**src/rtl/softmax_unit_if.sv**
```systemverilog
// rtl/softmax_unit_if.sv - start/score-row and probability-row bundle for softmax_unit
interface softmax_unit_if #(
    parameter int ARRAYWIDTH = 4,
    parameter int IN_W       = 32,
    parameter int OUT_W      = 32
);
    logic                        softmax_en;
    logic [ARRAYWIDTH*IN_W-1:0]  Xi;
    logic [ARRAYWIDTH*OUT_W-1:0] out;
    logic                        out_valid;

    modport master (output softmax_en, Xi, input out, out_valid);
    modport slave  (input softmax_en, Xi, output out, out_valid);
endinterface

```
**src/rtl/softmax_unit.sv**
```systemverilog
// rtl/softmax_unit.sv - integer softmax over one row, Q22.10 output, 16-cycle schedule
// Quotients need only 11 bits, so each divider starts from dividend[26:11] (already below S).
module softmax_unit #(
    parameter int ARRAYWIDTH          = 4,
    parameter int OUTPUT_BUF_DATASIZE = 32,
    parameter int FIXPOINT_INT        = 22,
    parameter int FIXPOINT_FRAC       = 10
) (
    input  logic          clk,
    input  logic          rst,
    softmax_unit_if.slave bus
);
    localparam int DW  = OUTPUT_BUF_DATASIZE;
    localparam int OW  = FIXPOINT_INT + FIXPOINT_FRAC;
    localparam int QW  = FIXPOINT_FRAC + 1;
    localparam int EW  = 17;
    localparam int SW  = 19;
    localparam int DVW = EW + FIXPOINT_FRAC;

    typedef enum logic [2:0] {S_IDLE, S_MAX, S_EXP, S_SUM, S_DIV, S_DONE} state_t;

    state_t                  r_state;
    logic signed [DW-1:0]    r_x   [ARRAYWIDTH];
    logic signed [DW-1:0]    r_max;
    logic [EW-1:0]           r_e   [ARRAYWIDTH];
    logic [SW-1:0]           r_sum;
    logic [SW-1:0]           r_rem [ARRAYWIDTH];
    logic [QW-1:0]           r_dvd [ARRAYWIDTH];
    logic [QW-1:0]           r_q   [ARRAYWIDTH];
    logic [3:0]              r_cnt;
    logic [ARRAYWIDTH*OW-1:0] r_out;
    logic                    r_out_valid;

    logic signed [DW-1:0]    w_max;
    logic [DW:0]             w_d     [ARRAYWIDTH];
    logic [SW-1:0]           w_sum;
    logic [DVW-1:0]          w_dividend [ARRAYWIDTH];
    logic [SW:0]             w_shift [ARRAYWIDTH];
    logic                    w_ge    [ARRAYWIDTH];
    logic [SW-1:0]           w_diff  [ARRAYWIDTH];

    // e^-k in Q0.16; beyond k=11 the value rounds to zero
    function automatic logic [EW-1:0] exp_lut(input logic [DW:0] d);
        case (d)
            33'd0:   exp_lut = 17'd65536;
            33'd1:   exp_lut = 17'd24109;
            33'd2:   exp_lut = 17'd8869;
            33'd3:   exp_lut = 17'd3263;
            33'd4:   exp_lut = 17'd1200;
            33'd5:   exp_lut = 17'd442;
            33'd6:   exp_lut = 17'd162;
            33'd7:   exp_lut = 17'd60;
            33'd8:   exp_lut = 17'd22;
            33'd9:   exp_lut = 17'd8;
            33'd10:  exp_lut = 17'd3;
            33'd11:  exp_lut = 17'd1;
            default: exp_lut = 17'd0;
        endcase
    endfunction

    always_comb begin
        w_max = r_x[0];
        for (int i = 1; i < ARRAYWIDTH; i++) begin
            if (r_x[i] > w_max) w_max = r_x[i];
        end
    end

    always_comb begin
        w_sum = '0;
        for (int i = 0; i < ARRAYWIDTH; i++) begin
            // 33-bit difference keeps max-positive minus max-negative exact
            w_d[i]        = {r_max[DW-1], r_max} - {r_x[i][DW-1], r_x[i]};
            w_sum         = w_sum + SW'(r_e[i]);
            w_shift[i]    = {r_rem[i], r_dvd[i][QW-1]};
            w_ge[i]       = (w_shift[i] >= {1'b0, r_sum});
            w_diff[i]     = SW'(w_shift[i] - {1'b0, r_sum});
        end
        for (int i = 0; i < ARRAYWIDTH; i++) begin
            w_dividend[i] = {r_e[i], {FIXPOINT_FRAC{1'b0}}} + DVW'(w_sum >> 1);
        end
    end

    always_ff @(posedge clk) begin
        if (rst) begin
            r_state     <= S_IDLE;
            r_max       <= '0;
            r_sum       <= '0;
            r_cnt       <= '0;
            r_out       <= '0;
            r_out_valid <= 1'b0;
            for (int i = 0; i < ARRAYWIDTH; i++) begin
                r_x[i]   <= '0;
                r_e[i]   <= '0;
                r_rem[i] <= '0;
                r_dvd[i] <= '0;
                r_q[i]   <= '0;
            end
        end else begin
            r_out_valid <= 1'b0;
            case (r_state)
                S_IDLE: begin
                    if (bus.softmax_en) begin
                        for (int i = 0; i < ARRAYWIDTH; i++) r_x[i] <= bus.Xi[DW*i +: DW];
                        r_state <= S_MAX;
                    end
                end
                S_MAX: begin
                    r_max   <= w_max;
                    r_state <= S_EXP;
                end
                S_EXP: begin
                    for (int i = 0; i < ARRAYWIDTH; i++) r_e[i] <= exp_lut(w_d[i]);
                    r_state <= S_SUM;
                end
                S_SUM: begin
                    r_sum <= w_sum;
                    for (int i = 0; i < ARRAYWIDTH; i++) begin
                        r_rem[i] <= SW'(w_dividend[i][DVW-1:QW]);
                        r_dvd[i] <= w_dividend[i][QW-1:0];
                        r_q[i]   <= '0;
                    end
                    r_cnt   <= '0;
                    r_state <= S_DIV;
                end
                S_DIV: begin
                    for (int i = 0; i < ARRAYWIDTH; i++) begin
                        r_rem[i] <= w_ge[i] ? w_diff[i] : w_shift[i][SW-1:0];
                        r_q[i]   <= {r_q[i][QW-2:0], w_ge[i]};
                        r_dvd[i] <= {r_dvd[i][QW-2:0], 1'b0};
                    end
                    r_cnt <= r_cnt + 4'd1;
                    if (r_cnt == 4'(QW - 1)) r_state <= S_DONE;
                end
                S_DONE: begin
                    for (int i = 0; i < ARRAYWIDTH; i++) r_out[OW*i +: OW] <= OW'(r_q[i]);
                    r_out_valid <= 1'b1;
                    r_state     <= S_IDLE;
                end
                default: r_state <= S_IDLE;
            endcase
        end
    end

    assign bus.out       = r_out;
    assign bus.out_valid = r_out_valid;
endmodule

```
**src/flat_wrapper.sv**
```systemverilog
// flat-port wrapper written by rule: the top's interface ports become plain ports
module softmax_unit_flat 
#(
    parameter int ARRAYWIDTH          = 4,
    parameter int OUTPUT_BUF_DATASIZE = 32,
    parameter int FIXPOINT_INT        = 22,
    parameter int FIXPOINT_FRAC       = 10
)
  (clk, rst, bus_softmax_en, bus_Xi, bus_out, bus_out_valid);
  softmax_unit_if #(.ARRAYWIDTH(ARRAYWIDTH)) bus_i ();
  input  logic clk;
  input  logic rst;
  input wire logic [$bits(bus_i.softmax_en)-1:0] bus_softmax_en;
  input wire logic [$bits(bus_i.Xi)-1:0] bus_Xi;
  output wire logic [$bits(bus_i.out)-1:0] bus_out;
  output wire logic [$bits(bus_i.out_valid)-1:0] bus_out_valid;
  assign bus_i.softmax_en = bus_softmax_en;
  assign bus_i.Xi = bus_Xi;
  assign bus_out = bus_i.out;
  assign bus_out_valid = bus_i.out_valid;
  softmax_unit #(.ARRAYWIDTH(ARRAYWIDTH), .OUTPUT_BUF_DATASIZE(OUTPUT_BUF_DATASIZE), .FIXPOINT_INT(FIXPOINT_INT), .FIXPOINT_FRAC(FIXPOINT_FRAC)) u_core (.clk(clk), .rst(rst), .bus(bus_i));
endmodule
```
**config.mk**
```make
export PLATFORM = sky130hd
export DESIGN_NAME = softmax_unit_flat
export DESIGN_NICKNAME = d
export VERILOG_FILES = /design/src/rtl/softmax_unit_if.sv /design/src/rtl/softmax_unit.sv /design/src/flat_wrapper.sv
export SDC_FILE = /design/constraint.sdc
export NUM_CORES = 2
export LEC_CHECK = 0
export BUFFER_PORTS_ARGS = -buffer_cell sky130_fd_sc_hd__buf_2
export CAP_MARGIN = 20
export CORE_MARGIN = 1
export CORE_UTILIZATION = 50
export CTS_CLUSTER_SIZE = 40
export DETAILED_ROUTE_END_ITERATION = 8
export HOLD_SLACK_MARGIN = 0.06
export PLACE_DENSITY = 0.76
export SLEW_MARGIN = 0
export SYNTH_ARGS = -nofsm -noshare
export SYNTH_HDL_FRONTEND = slang
export SYNTH_SLANG_ARGS = --single-unit
```
**constraint.sdc**
```tcl
create_clock -name clk -period 15.6 [get_ports clk]
set_clock_uncertainty 0.2 [all_clocks]
set_input_delay 0 -clock clk [delete_from_list [all_inputs] [get_ports clk]]
set_output_delay 0 -clock clk [all_outputs]
set_load 0.02 [all_outputs]
```
# Yosys cells after proc, flatten, opt, wreduce, memory -nomap -nowiden
# Memory sizes are Yosys's and may differ from the RTL's.
# Cells that the tools add are included.
# op_classes
reduce_logical	7
bitwise	32
mux	71
n_lt_le_gt_ge	7
add_sub_neg	16
n_eq_ne	8
# op_table
op	count
17-bit two-way mux	16
19-bit two-way mux	12
32-bit two-way mux	7
11-bit two-way mux	16
32-bit by 32-bit subtractor with 33-bit output	4
29-bit logical NOT	4
27-bit by 18-bit adder with 27-bit output	4
32-bit greater-than comparator	3
20-bit by 19-bit >= comparator with 1-bit output	4
19-bit subtractor	4
19-bit by 17-bit adder with 19-bit output	2
1-bit bitwise OR	32
17-bit by 17-bit adder with 18-bit output	1
1-bit two-way mux	16
3-bit case mux with 5 select lines	1
4-bit case mux with 2 select lines	1
3-bit by 2-bit == test with 1-bit output (second input constant)	2
3-bit == test (second input constant)	2
3-bit two-way mux	2
4-bit by 1-bit adder with 4-bit output (second input constant)	1
4-bit == test (second input constant)	1
3-bit by 1-bit == test with 1-bit output (second input constant)	1
3-bit logical NOT	1
2-bit by 1-bit inequality test with 1-bit output (second input constant)	1
other kinds (3)	3
# totals
rom_bits	960
wordCells	156
out_inout_bits	129
in_bits	131
register_bits	103
ramBits	360
n_memories	9
# memory_table
name	words	width	rd	rd_clocked_by_memory_dff	write_ports	line	source
(name not given)	16	15	1	0	0	softmax_unit.sv:44	case (d)
(name not given)	16	15	1	0	0	softmax_unit.sv:44	
(name not given)	16	15	1	0	0	softmax_unit.sv:44	
(name not given)	16	15	1	0	0	softmax_unit.sv:44	
u_core.r_x	4	32	4	0	4	softmax_unit.sv:23	logic signed [DW-1:0] r_x [ARRAYWIDTH];
u_core.r_rem	4	19	4	0	4	softmax_unit.sv:27	logic [SW-1:0] r_rem [ARRAYWIDTH];
+3 memories	n/a	n/a	n/a	n/a	n/a	n/a	

# Logic depth before layout (Yosys ltp)
# An unclocked memory read counts as a cell.
# logic_depth
ltp_word	7
depth_mapped	39
ltp_nobuf	35

# Worst setup path before layout
# OpenSTA, ideal clock, no wires.
# synth_path
path_type	reg-to-reg
start	register u_core.r_state[1]
end	memory u_core.r_x[0][0] in the netlist's numbering (enable)
setup_slack_ns	5.087
required_time_ns	14.608
setup_ns	0.792
period_less_slack_ns	10.513
path_buffers	1
t_arrival_ns	9.521
path_stages_with_launch	3
path_cell_list	dfxtp_1 -> clkbuf_1 -> o21ai_0
# synth_lines
element	line	source
from (decl)	softmax_unit.sv:22	state_t r_state;
from (signal assigned)	softmax_unit.sv:85	r_state <= S_IDLE;
from (signal assigned)	softmax_unit.sv:104	r_state <= S_MAX;
from (signal assigned)	softmax_unit.sv:109	r_state <= S_EXP;
to (decl)	softmax_unit.sv:23	

==> results.yml <==
run_status:
  status: "finished clean"
global_route:
  met2_usage_pct: 50.7
  grt_first_pass_wirelength_um: 163000
  grt_pass1_vias: 29300
  grtUsageMet3_pct: 4.33
  antenna_found_initial: 0
  grt_overflow: 0
  met1_usage_pct: 35.4
  grt_use_total_pct: 29.2
  top_usage_layer: "met2"
  grt_max_degree: 129
timing:
  slew_headroom_pct: 24.7
  setup-violations-final: 0
  timing.fmax_ghz: 0.103
  tightest_slew_ns: 1.13
  fin_tns_setup_ns: 0
  drv_slew: 0
  hold_violations: 0
  worst_slack_ns: 5.93
  holdWs_ns: 0.0555
  fin_crit_sh_pct: 62.0
  rsz0062_at_grt: "false"
  period_minus_slack_ns: 9.67
pwr:
  power_density_nw_per_um2: 133
  switching_power_w: 0.00224
  intPower_w: 0.00323
  p_leak_nw: 18.1
  combPwrFrac_pct: 48.2
  vdd_ir_drop_max_v: 0.0000908
  clockPowerShare_pct: 24.1
  switching_share_pct: 40.9
  power.share.sequential_pct: 27.7
critical_path:
  cp_slowest_stage_delay_ns: 0.92
  crit_fanout: 32
  cp-start-kind: "flop"
  critPathKind: "reg -> reg"
  crit_path_end_kind: "flop"
  required_ns: 15.83
  path_buf_inv: 2
  cpMostUsedCell: "o21a_1"
  cp_top_family: "compound AO/OA/AOI/OAI gates"
  crit_slowest_cell: "nand2b_2"
  arrival_ns: 9.90
finish:
  multi_input_area_um2: 21200
  drive_gt1_share_pct: 9.51
  fillers: 6026
  seq_area_um2: 12400
  finish.utilization_pct: 58.7
  nets: 4776
  n_antenna_cell: 0
  syn_to_final_growth_pct: 16.0
clocking:
  clk_latency_ns: 0.64
  clk_pin_slew_ns: 0.06
  tritoncts: "yes"
  cts-root-buf: "clkbuf_16"
  cts_buffers: 51
  postCtsResizedCells: 0
  clock-sinks: 451
  clk_path_buf_depth: 3
  cts_max_level: 2
routing:
  vias_per_cell: 5.88
  vias: 30700
  drt_pass1_iterations: 6
  avgRoutedWirePerCell_um: 20.5
  routed_wl_um: 107000
  drtIter0Drc: 2794
  drc: 0
  ant_nets: 0
min_path:
  hp-class: "in -> reg"
placed_design:
  numPortBuffers: 175
  dp_slack_ns: 5.98
  dp_hpwl_um: 78900
  gp_congestion: 0.992
yosys:
  syn-cell-area_um2: 35500
  async_flop_share_pct: 0
  synthCells: 3878
  ys_types: 95
  yosys_warnings: 0
  yosys.area.top_type: "edfxtp_1"
  ys_ff_latch: 451
  synth_top_flop_cell: "edfxtp_1"
  synth_top_area_share_pct: 28.1
  synth_edf_count: 332
  synth_area_leaders: "edfxtp_1, ha_1, dfxtp_1"
  yosysSeqAreaShare_pct: 34.8
  syn_area_per_cell_um2: 9.15
die:
  core_area_um2: 70100
  die_y_um: 268
  die_area_um2: 72100
  ios: 260
  rows: 97
  start_util_pct: 50.6
  die_w_um: 268
run:
  cap_violations: 0
[sequential cells by signal (all words and copies together) (netlist names), 19 cells and up]
register	count
u_core.r_x	128
u_core.r_max	32
u_core.bus.out	44
u_core.r_sum	19
u_core.r_rem	76
u_core.r_dvd	44
u_core.r_e	56
u_core.r_q	44
[power by group through the flow]
stage | combinational, W | sequential, W | clock [W]
2_1_floorplan | 0.00194 | 0.00149 | 0
3_3_place_gp | 0.00248 | 0.00153 | 0
3_5_place_dp | 0.00251 | 0.00154 | 0
4_1_cts | 0.00258 | 0.00151 | 0.00133
5_1_grt | 0.00288 | 0.00152 | 0.00137
6_report | 0.00264 | 0.00152 | 0.00132
[layer usage]
metal  part of all wire [%]  wire (µm)
met5                      0          0
met4                    4.9       5240
met3                    6.9       7440
met2                     48      51700
met1                     40      42800
[worst min-delay path: stages]
cell	delay [ns]
dlygate4sd3_1	0.52
buf_2	0.09
and2_1	0.13
[Yosys cell counts, drive strengths merged (16+ instances only)]
library cell	count
a31oi	36
inv	306
a21o	121
nor2b	53
buf	99
and2	169
a21oi	306
dfxtp	119
nand2	409
xnor2	105
nand3	73
a211oi	32
o22ai	64
clkbuf	117
mux2i	75
o211ai	24
ha	377
nand2b	41
o21a	41
nor4	31
o221ai	37
nor3	67
fa	30
o21bai	33
or2	16
o21ai	145
and3	20
mux2	36
xor2	78
edfxtp	332
or3	22
nand4	43
nor2	218
[layout by cell type, fill, tap and decap left out, drive strengths merged, types with 84 or more instances in the layout]
cell and count:
a21oi 306, dlygate4sd3 236, conb 84, o21ai 145, edfxtp 332, a21o 121
buf 204, ha 377, and2 169, xnor2 105, inv 306, dfxtp 119
nor2 218, nand2 409
[logic make-up (layout without fill, tap and decap cells)]
logic type	count (synthesis)	after routing	share of synthesized area (%)
DFF	451	451	34.8
muxes	111	111	3.54
adders and majority gates	408	408	15.0
and+or+nand+nor	1219	1219	17.2
AOI/OAI and AO/OA	982	982	18.4
buffers and inverters	523	843	6.54
other	1	84	0.0106
xor gates and xnor gates	183	183	4.51
[metrics by stage]
stage	cells	total power (W)	cell area (µm²)
6_report	5221	0.00547	41200
5_1_grt	5221	0.00578	41200
4_1_cts	5220	0.00542	41100
3_5_place_dp	4888	0.00404	37000
3_3_place_gp	4888	0.00401	37000
2_1_floorplan	3961	0.00343	35800
[final cells by class]
cell class | count | area share [%]
well taps | 940 | 2.86
clock inverters | 33 | 1.17
repair buffers | 440 | 8.43
inverters | 307 | 2.80
flip-flops and latches | 451 | 30.0
multi-input cells | 2987 | 51.5
clock buffers | 63 | 3.26
[repair_timing]
item                       4_1_cts  5_1_grt
setup endpoints to repair        0        0
buffers inserted                 0        0
hold endpoints to repair       226        0
hold buffers                   236        0
[path summary, 6_finish.rpt]
check                         start          endpoint  slack, ns  cells after the start
setup / recovery  u_core.r_x[0][47]   u_core.r_max[2]       5.93                     34
hold / removal            bus_Xi[3]  u_core.r_x[0][3]       0.06                      3
setup reg to reg  u_core.r_x[0][47]   u_core.r_max[2]       5.93                     34
hold reg to reg     u_core.r_sum[4]   u_core.r_sum[4]       0.25                      2
Note: power is estimated with default switching activity, not from simulation.
